==> config.mk <==
export PLATFORM = sky130hd
export DESIGN_NAME = adc_align_ctrl
export DESIGN_NICKNAME = d
export VERILOG_FILES = /design/src/rtl/adc_align_pkg.sv /design/src/rtl/adc_align_win.sv /design/src/rtl/adc_align_ctrl.sv
export SDC_FILE = /design/constraint.sdc
export NUM_CORES = 1
export LEC_CHECK = 0
export ABC_AREA = 1
export BUFFER_PORTS_ARGS = -buffer_cell sky130_fd_sc_hd__buf_2
export CAP_MARGIN = 20
export CORE_MARGIN = 3
export CORE_UTILIZATION = 50
export DETAILED_ROUTE_END_ITERATION = 8
export GPL_ROUTABILITY_DRIVEN = 0
export PLACE_DENSITY_LB_ADDON = 0.25
export SLEW_MARGIN = 10
export SYNTH_ARGS = -nofsm -noshare
export SYNTH_HDL_FRONTEND = slang
export SYNTH_SLANG_ARGS = --single-unit
==> constraint.sdc <==
create_clock -name adc_clk_i -period 4.09 [get_ports adc_clk_i]
set_clock_uncertainty 0.1 [all_clocks]
set_input_delay 0.818 -clock adc_clk_i [delete_from_list [all_inputs] [get_ports adc_clk_i]]
set_output_delay 0.818 -clock adc_clk_i [all_outputs]
set_load 0.02 [all_outputs]
==> src/rtl/adc_align_pkg.sv <==
// adc_align_pkg: shared state encoding, default frame pattern and rotation test for ADC link training
package adc_align_pkg;
  typedef enum logic [3:0] {
    S_IDLE, S_LOAD, S_SETTLE, S_CHECK, S_NEXT, S_CENTER,
    S_SLIP, S_SLIPWAIT, S_VERIFY, S_LOCKED, S_FAIL
  } align_st_t;
  localparam logic [7:0] FRM_PAT_DEF = 8'hF0;
  function automatic logic is_rot(input logic [7:0] word, input logic [7:0] pat);
    logic [15:0] d;
    d = {pat, pat};
    is_rot = 1'b0;
    for (int i = 0; i < 8; i++) is_rot = is_rot | (d[i +: 8] == word);
  endfunction
endpackage

==> src/rtl/adc_align_win.sv <==
// adc_align_win: tracks the longest contiguous run of good taps; ties keep the earlier run
module adc_align_win #(
  parameter int TW = 5
) (
  input  logic          adc_clk_i,
  input  logic          adc_rstn_i,
  input  logic          clear,
  input  logic          valid,
  input  logic          good,
  input  logic [TW-1:0] tap,
  output logic [TW-1:0] best_start,
  output logic [TW:0]   best_len
);
  logic [TW-1:0] cur_start, run_start;
  logic [TW:0]   cur_len, run_len;
  always_comb begin
    run_start = cur_len == '0 ? tap : cur_start;
    run_len   = cur_len + 1'b1;
  end
  always_ff @(posedge adc_clk_i) begin
    if (!adc_rstn_i || clear) begin
      cur_start  <= '0;
      cur_len    <= '0;
      best_start <= '0;
      best_len   <= '0;
    end else if (valid) begin
      cur_start <= good ? run_start : cur_start;
      cur_len   <= good ? run_len : '0;
      if (good && run_len > best_len) begin
        best_start <= run_start;
        best_len   <= run_len;
      end
    end
  end
endmodule

==> src/rtl/adc_align_ctrl.sv <==
// adc_align_ctrl: sweeps delay taps for the widest stable eye, centres, bitslips to the frame pattern, monitors lock
module adc_align_ctrl
  import adc_align_pkg::*;
#(
  parameter int         TAPS    = 32,
  parameter int         SETTLE  = 16,
  parameter int         N_CHK   = 64,
  parameter logic [7:0] FRM_PAT = FRM_PAT_DEF,
  parameter int         MIN_WIN = 4,
  parameter int         ERR_MAX = 4,
  localparam int        TW      = $clog2(TAPS)
) (
  input  logic          adc_clk_i,
  input  logic          adc_rstn_i,
  input  logic          start_i,
  input  logic [7:0]    fclk_par_i,
  output logic [TW-1:0] dly_tap_o,
  output logic          dly_ld_o,
  output logic          bitslip_o,
  output logic          busy_o,
  output logic          locked_o,
  output logic          fail_o,
  output logic [TW:0]   win_o,
  output logic [15:0]   err_cnt_o
);
  localparam int CW = $clog2(SETTLE > N_CHK ? SETTLE : N_CHK);
  localparam int EW = $clog2(ERR_MAX + 1);
  align_st_t     st, nxt;
  logic [TW-1:0] tap, best_start;
  logic [TW:0]   best_len;
  logic [CW-1:0] cnt;
  logic [EW-1:0] consec;
  logic [7:0]    cap;
  logic [2:0]    slips;
  logic          ok, ctr_ph, mis, set_last, chk_last, retrain, slip_go;

  adc_align_win #(.TW(TW)) u_win (
    .adc_clk_i  (adc_clk_i),
    .adc_rstn_i (adc_rstn_i),
    .clear      (start_i | retrain),
    .valid      (st == S_NEXT && !start_i),
    .good       (ok),
    .tap        (tap),
    .best_start (best_start),
    .best_len   (best_len)
  );

  always_ff @(posedge adc_clk_i) st <= !adc_rstn_i ? S_IDLE : nxt;

  always_comb begin
    mis      = fclk_par_i != FRM_PAT;
    set_last = cnt == CW'(SETTLE - 1);
    chk_last = cnt == CW'(N_CHK - 1);
    retrain  = st == S_LOCKED && mis && consec == EW'(ERR_MAX - 1);
    slip_go  = st == S_SLIP && mis && slips != 3'd7;
    nxt      = st;
    case (st)
      S_IDLE:     nxt = S_IDLE;
      S_LOAD:     nxt = S_SETTLE;
      S_SETTLE:   nxt = !set_last ? S_SETTLE : ctr_ph ? S_SLIP : S_CHECK;
      S_CHECK:    nxt = chk_last ? S_NEXT : S_CHECK;
      S_NEXT:     nxt = tap == TW'(TAPS - 1) ? S_CENTER : S_LOAD;
      S_CENTER:   nxt = best_len < (TW + 1)'(MIN_WIN) ? S_FAIL : S_LOAD;
      S_SLIP:     nxt = !mis ? S_VERIFY : slip_go ? S_SLIPWAIT : S_FAIL;
      S_SLIPWAIT: nxt = set_last ? S_SLIP : S_SLIPWAIT;
      S_VERIFY:   nxt = mis ? S_FAIL : chk_last ? S_LOCKED : S_VERIFY;
      S_LOCKED:   nxt = retrain ? S_LOAD : S_LOCKED;
      S_FAIL:     nxt = S_FAIL;
      default:    nxt = S_IDLE;
    endcase
    if (start_i) nxt = S_LOAD;
  end

  always_ff @(posedge adc_clk_i) begin
    if (!adc_rstn_i) begin
      cnt       <= '0;
      tap       <= '0;
      dly_tap_o <= '0;
      dly_ld_o  <= 1'b0;
      bitslip_o <= 1'b0;
      busy_o    <= 1'b0;
      locked_o  <= 1'b0;
      fail_o    <= 1'b0;
      win_o     <= '0;
      err_cnt_o <= '0;
      consec    <= '0;
      cap       <= '0;
      ok        <= 1'b0;
      slips     <= '0;
      ctr_ph    <= 1'b0;
    end else begin
      cnt       <= nxt != st ? '0 : cnt + 1'b1;
      dly_ld_o  <= st == S_LOAD && !start_i;
      bitslip_o <= slip_go && !start_i;
      busy_o    <= !(nxt inside {S_IDLE, S_LOCKED, S_FAIL});
      locked_o  <= nxt == S_LOCKED;
      fail_o    <= nxt == S_FAIL;
      if (st == S_LOAD && !start_i) dly_tap_o <= tap;
      // first CHECK word is the reference; the rest must repeat it
      if (st == S_CHECK) begin
        cap <= cnt == '0 ? fclk_par_i : cap;
        ok  <= cnt == '0 ? is_rot(fclk_par_i, FRM_PAT) : ok && fclk_par_i == cap;
      end
      if (start_i || retrain) begin
        tap    <= '0;
        win_o  <= '0;
        slips  <= '0;
        consec <= '0;
        ctr_ph <= 1'b0;
      end else begin
        if (st == S_NEXT && nxt == S_LOAD) tap <= tap + 1'b1;
        if (st == S_CENTER && nxt == S_LOAD) begin
          tap    <= best_start + best_len[TW:1];
          win_o  <= best_len;
          ctr_ph <= 1'b1;
        end
        if (slip_go) slips <= slips + 1'b1;
        if (st == S_LOCKED) consec <= mis ? consec + 1'b1 : '0;
      end
      if (start_i) err_cnt_o <= '0;
      else if (st == S_LOCKED && mis && err_cnt_o != 16'hFFFF) err_cnt_o <= err_cnt_o + 1'b1;
    end
  end
endmodule

==> impl_results.md <==
- Outcome: complete, no violations
- Floorplan core area: 8464 um^2
- Peak fanout along the critical path: 15
- Routed WL per cell: 12.57 um
- Worst-Margin Slew: 0.6711 ns
- Die width: 100.9 um
- DP Cell Count: 761
- PortBufs: 42
- Total negative slack: 0 ns
- Slowest stage delay, CP: 0.44 ns
- Fmax: 0.3656 GHz
- Post-Synth XOR/XNOR Area: 0.04861
- Kind of critical path: flip-flop to flip-flop
- Number of fillers in the final layout: 798
- Fin area: 5047 um^2
- Post-synthesis compound-gate area fraction: 0.1422
- Clock transition at the registers of the reported paths: 0.08 ns
- Clock power frac: 0.425
- Largest net degree at the start of global routing: 23
- Crit path from: u_win.cur_len[0]$_SDFFE_PP0P_
- Final wirelength: 9.766 mm
- Vias: 4,071
- Top post-synthesis cells by area: dfxtp_1, nand2_1, nor2_1
- I/O pin count: 43
- Initial core utilization: 0.5322
- Site row count: 33
- Combinational Power Share: 0.052
- Unrepaired setup endpoints after global routing: false
- Worst slew margin: 0.5510
- Crit-path cells: ha_1, nand3_1, xnor2_1, ha_1, nand2_1, inv_1, nand3_1, inv_1, a31oi_1, nand2_1, inv_2, nor2_1, a211oi_1
- Seq cells post-synth: 85
- Post-Synthesis Cells: 622
- R2R depth: 13
- Slew Viols, Final: 0
- Nets@finish: 700
- DR iter-0 viols: 171
- Synth Cell Area: 4504 um^2
- Pre-CTS WS: 1.003 ns
- Total Routing Usage GR: 0.2063
- 1st-pass router iterations: 5
- Psw: 0.3731 mW
- Synthesized area per cell: 7.242 um^2
- Hold path cells: 2
- Min-delay src: dly_tap_o[4]$_SDFFE_PN0P_
- Sequential cell area fraction in the yosys report: 0.3778
- Syn_nets: 655
- Antenna Nets Post-Route: 0
- Multi-input logic area: 2462 um^2
- Dpl hpwl: 7.555 mm
- Crit end category: flip-flop
- Post-synth top area share: 0.3778
- Max-cap violations: 0
- H-tree levels: 3
- Min-Delay Path Class: flip-flop to flip-flop
- Sw Share: 0.2337
- CTS tree: built
- # hold bufs at CTS: 0
- Layout cells sized above 1: 0.1443
- Total power draw: 1.597 mW
- Register area: 1702 um^2
- Area of the die: 10,180 um^2
- Placement Cell Area: 4818 um^2
- Yosys cell types: 44
- Max clock buf depth: 2
- P_leak: 2.121 nW
- Final worst-path cycle share: 0.6687
- Fin. Hold Viols: 0
- Mux contribution to synthesized area: 0
- Min Tclk post-route: 2.735 ns
- Clk root buf: clkbuf_8
- First-pass GRT wire length: 17.15 mm
- Largest family of logic cells by synthesized area: simple AND/OR/NAND/NOR gates
- Slowest cell on crit path: dfxtp_1
- Final setup margin: 1.355 ns
- Arr. time, crit path: 2.91 ns
- Number of global-route vias before repair: 3,766
- Die height: 100.9 um
- Non-Filler Instances: 777
- Required time worst endpoint: 4.27 ns
- Initial antenna violation count: 0
- Vias/cell: 5.239
- Most area-hungry cell type in the Yosys netlist: dfxtp_1
- Startpoint Class: flip-flop
- GR Overflow Total: 0
- P per Cell Area: 316.3 nW/um^2
- Number of diodes: 0
- Power Internal: 1.223 mW
- Adder-cell area share of the yosys netlist: 0.06278
- Reg2reg start: u_win.cur_len[0]$_SDFFE_PP0P_
- CTS sink cnt: 85
- Post_cts resized: 0
- TritonCTS buffer count: 9
- Post-Synth Simple-Gate Area: 0.2931
- YS warnings: 0
- Residual DRC count: 0
- Max VDD drop: 0.0001533 V
- Flop pwr share: 0.524
- Area Overhead vs Synth: 12.06%
- Postcts setup bufs: 0
- Worst-Skew Late Latency: 0.36 ns
- Final setup viols: 0
[logic make-up (layout without fill, tap and decap cells)]
logic type,after synthesis,in the layout
compound gates,117,117
xor+xnor,25,25
fa+ha+maj,22,22
buf+inv,89,139
flops,85,85
simple gates,284,284
[final cells by class]
cell class              instances  area share
clock buffers                  10     0.02727
flip-flops and latches         85      0.3371
multi-input cells             448      0.4879
well taps                     105     0.02603
inverters                      80     0.06049
clock inverters                 6     0.01810
repair buffers                 43     0.04313
[routing by layer]
metal,wire (um),global-route usage
met2,4383,0.3246
met1,4767,0.2899
met4,148,0.07566
met5,0,0
met3,467,0.02491
[worst paths after layout]
path	end	slack (ns)
worst min register to register	dly_tap_o[4]$_SDFFE_PN0P_	0.36
worst max-delay path	u_win.best_len[0]$_SDFFE_PP0P_	1.35
worst min-delay path	dly_tap_o[4]$_SDFFE_PN0P_	0.36
worst max register to register	u_win.best_len[0]$_SDFFE_PP0P_	1.35
[registers in the layout (all words and copies together) (netlist names), 4 cells and up]
name	count
u_win.best_start	5
u_win.best_len	6
dly_tap_o	5
st	4
win_o	6
tap	5
cnt	6
u_win.cur_len	6
err_cnt_o	16
cap	8
u_win.cur_start	5
[placed cells by master (no fill, tap or decap), drive strengths merged, types with 12 or more instances in the layout]
master,Yosys,layout
buf,2,43
nand2,120,120
xnor2,13,13
ha,21,21
o21ai,42,42
xor2,12,12
nand3,31,31
nor2,110,110
dfxtp,85,85
inv,78,81
a21oi,51,51
[power groups by stage]
| stage | logic (mW) | registers, mW | clock network (mW) |
|---|---|---|---|
| CTS | 0.0826 | 0.836 | 0.695 |
| detailed placement | 0.0822 | 0.855 | 0 |
| floorplan | 0.0580 | 0.856 | 0 |
| global placement | 0.0804 | 0.855 | 0 |
| finish | 0.0830 | 0.836 | 0.678 |
| global route | 0.0951 | 0.837 | 0.735 |
[worst max-delay path, delay by kind of cell (launching register included)]
kind	cells	cell delay, ns
XOR/XNOR	1	0.30
AO/OA/AOI/OAI	2	0.36
buffers and inverters	3	0.31
AND/OR/NAND/NOR	5	0.64
adder cells (fa/ha/maj)	2	0.52
flip-flops	1	0.44
[synth_stat cells (all sizes together)]
master,n
a211oi,4
a21oi,51
a22oi,3
a31oi,3
a41oi,1
and2,1
and3,1
buf,2
clkbuf,7
clkinv,2
dfxtp,85
fa,1
ha,21
inv,78
nand2,120
nand3,31
nand3b,1
nand4,10
nor2,110
nor3,5
nor3b,2
nor4,1
o211ai,5
o21a,3
o21ai,42
o221ai,1
o22ai,3
o31ai,1
or2,2
xnor2,13
xor2,12
[through the flow]
| step | hold slack, ns | utilization |
|---|---|---|
| after floorplan | 0.3297 | - |
| after global placement | 0.3453 | 0.5693 |
| after detailed placement | 0.3513 | 0.5693 |
| after CTS | 0.3623 | 0.5963 |
| after global routing | 0.3768 | 0.5963 |
| final | 0.3623 | 0.5963 |
Note: power is estimated with default switching activity, not from simulation.
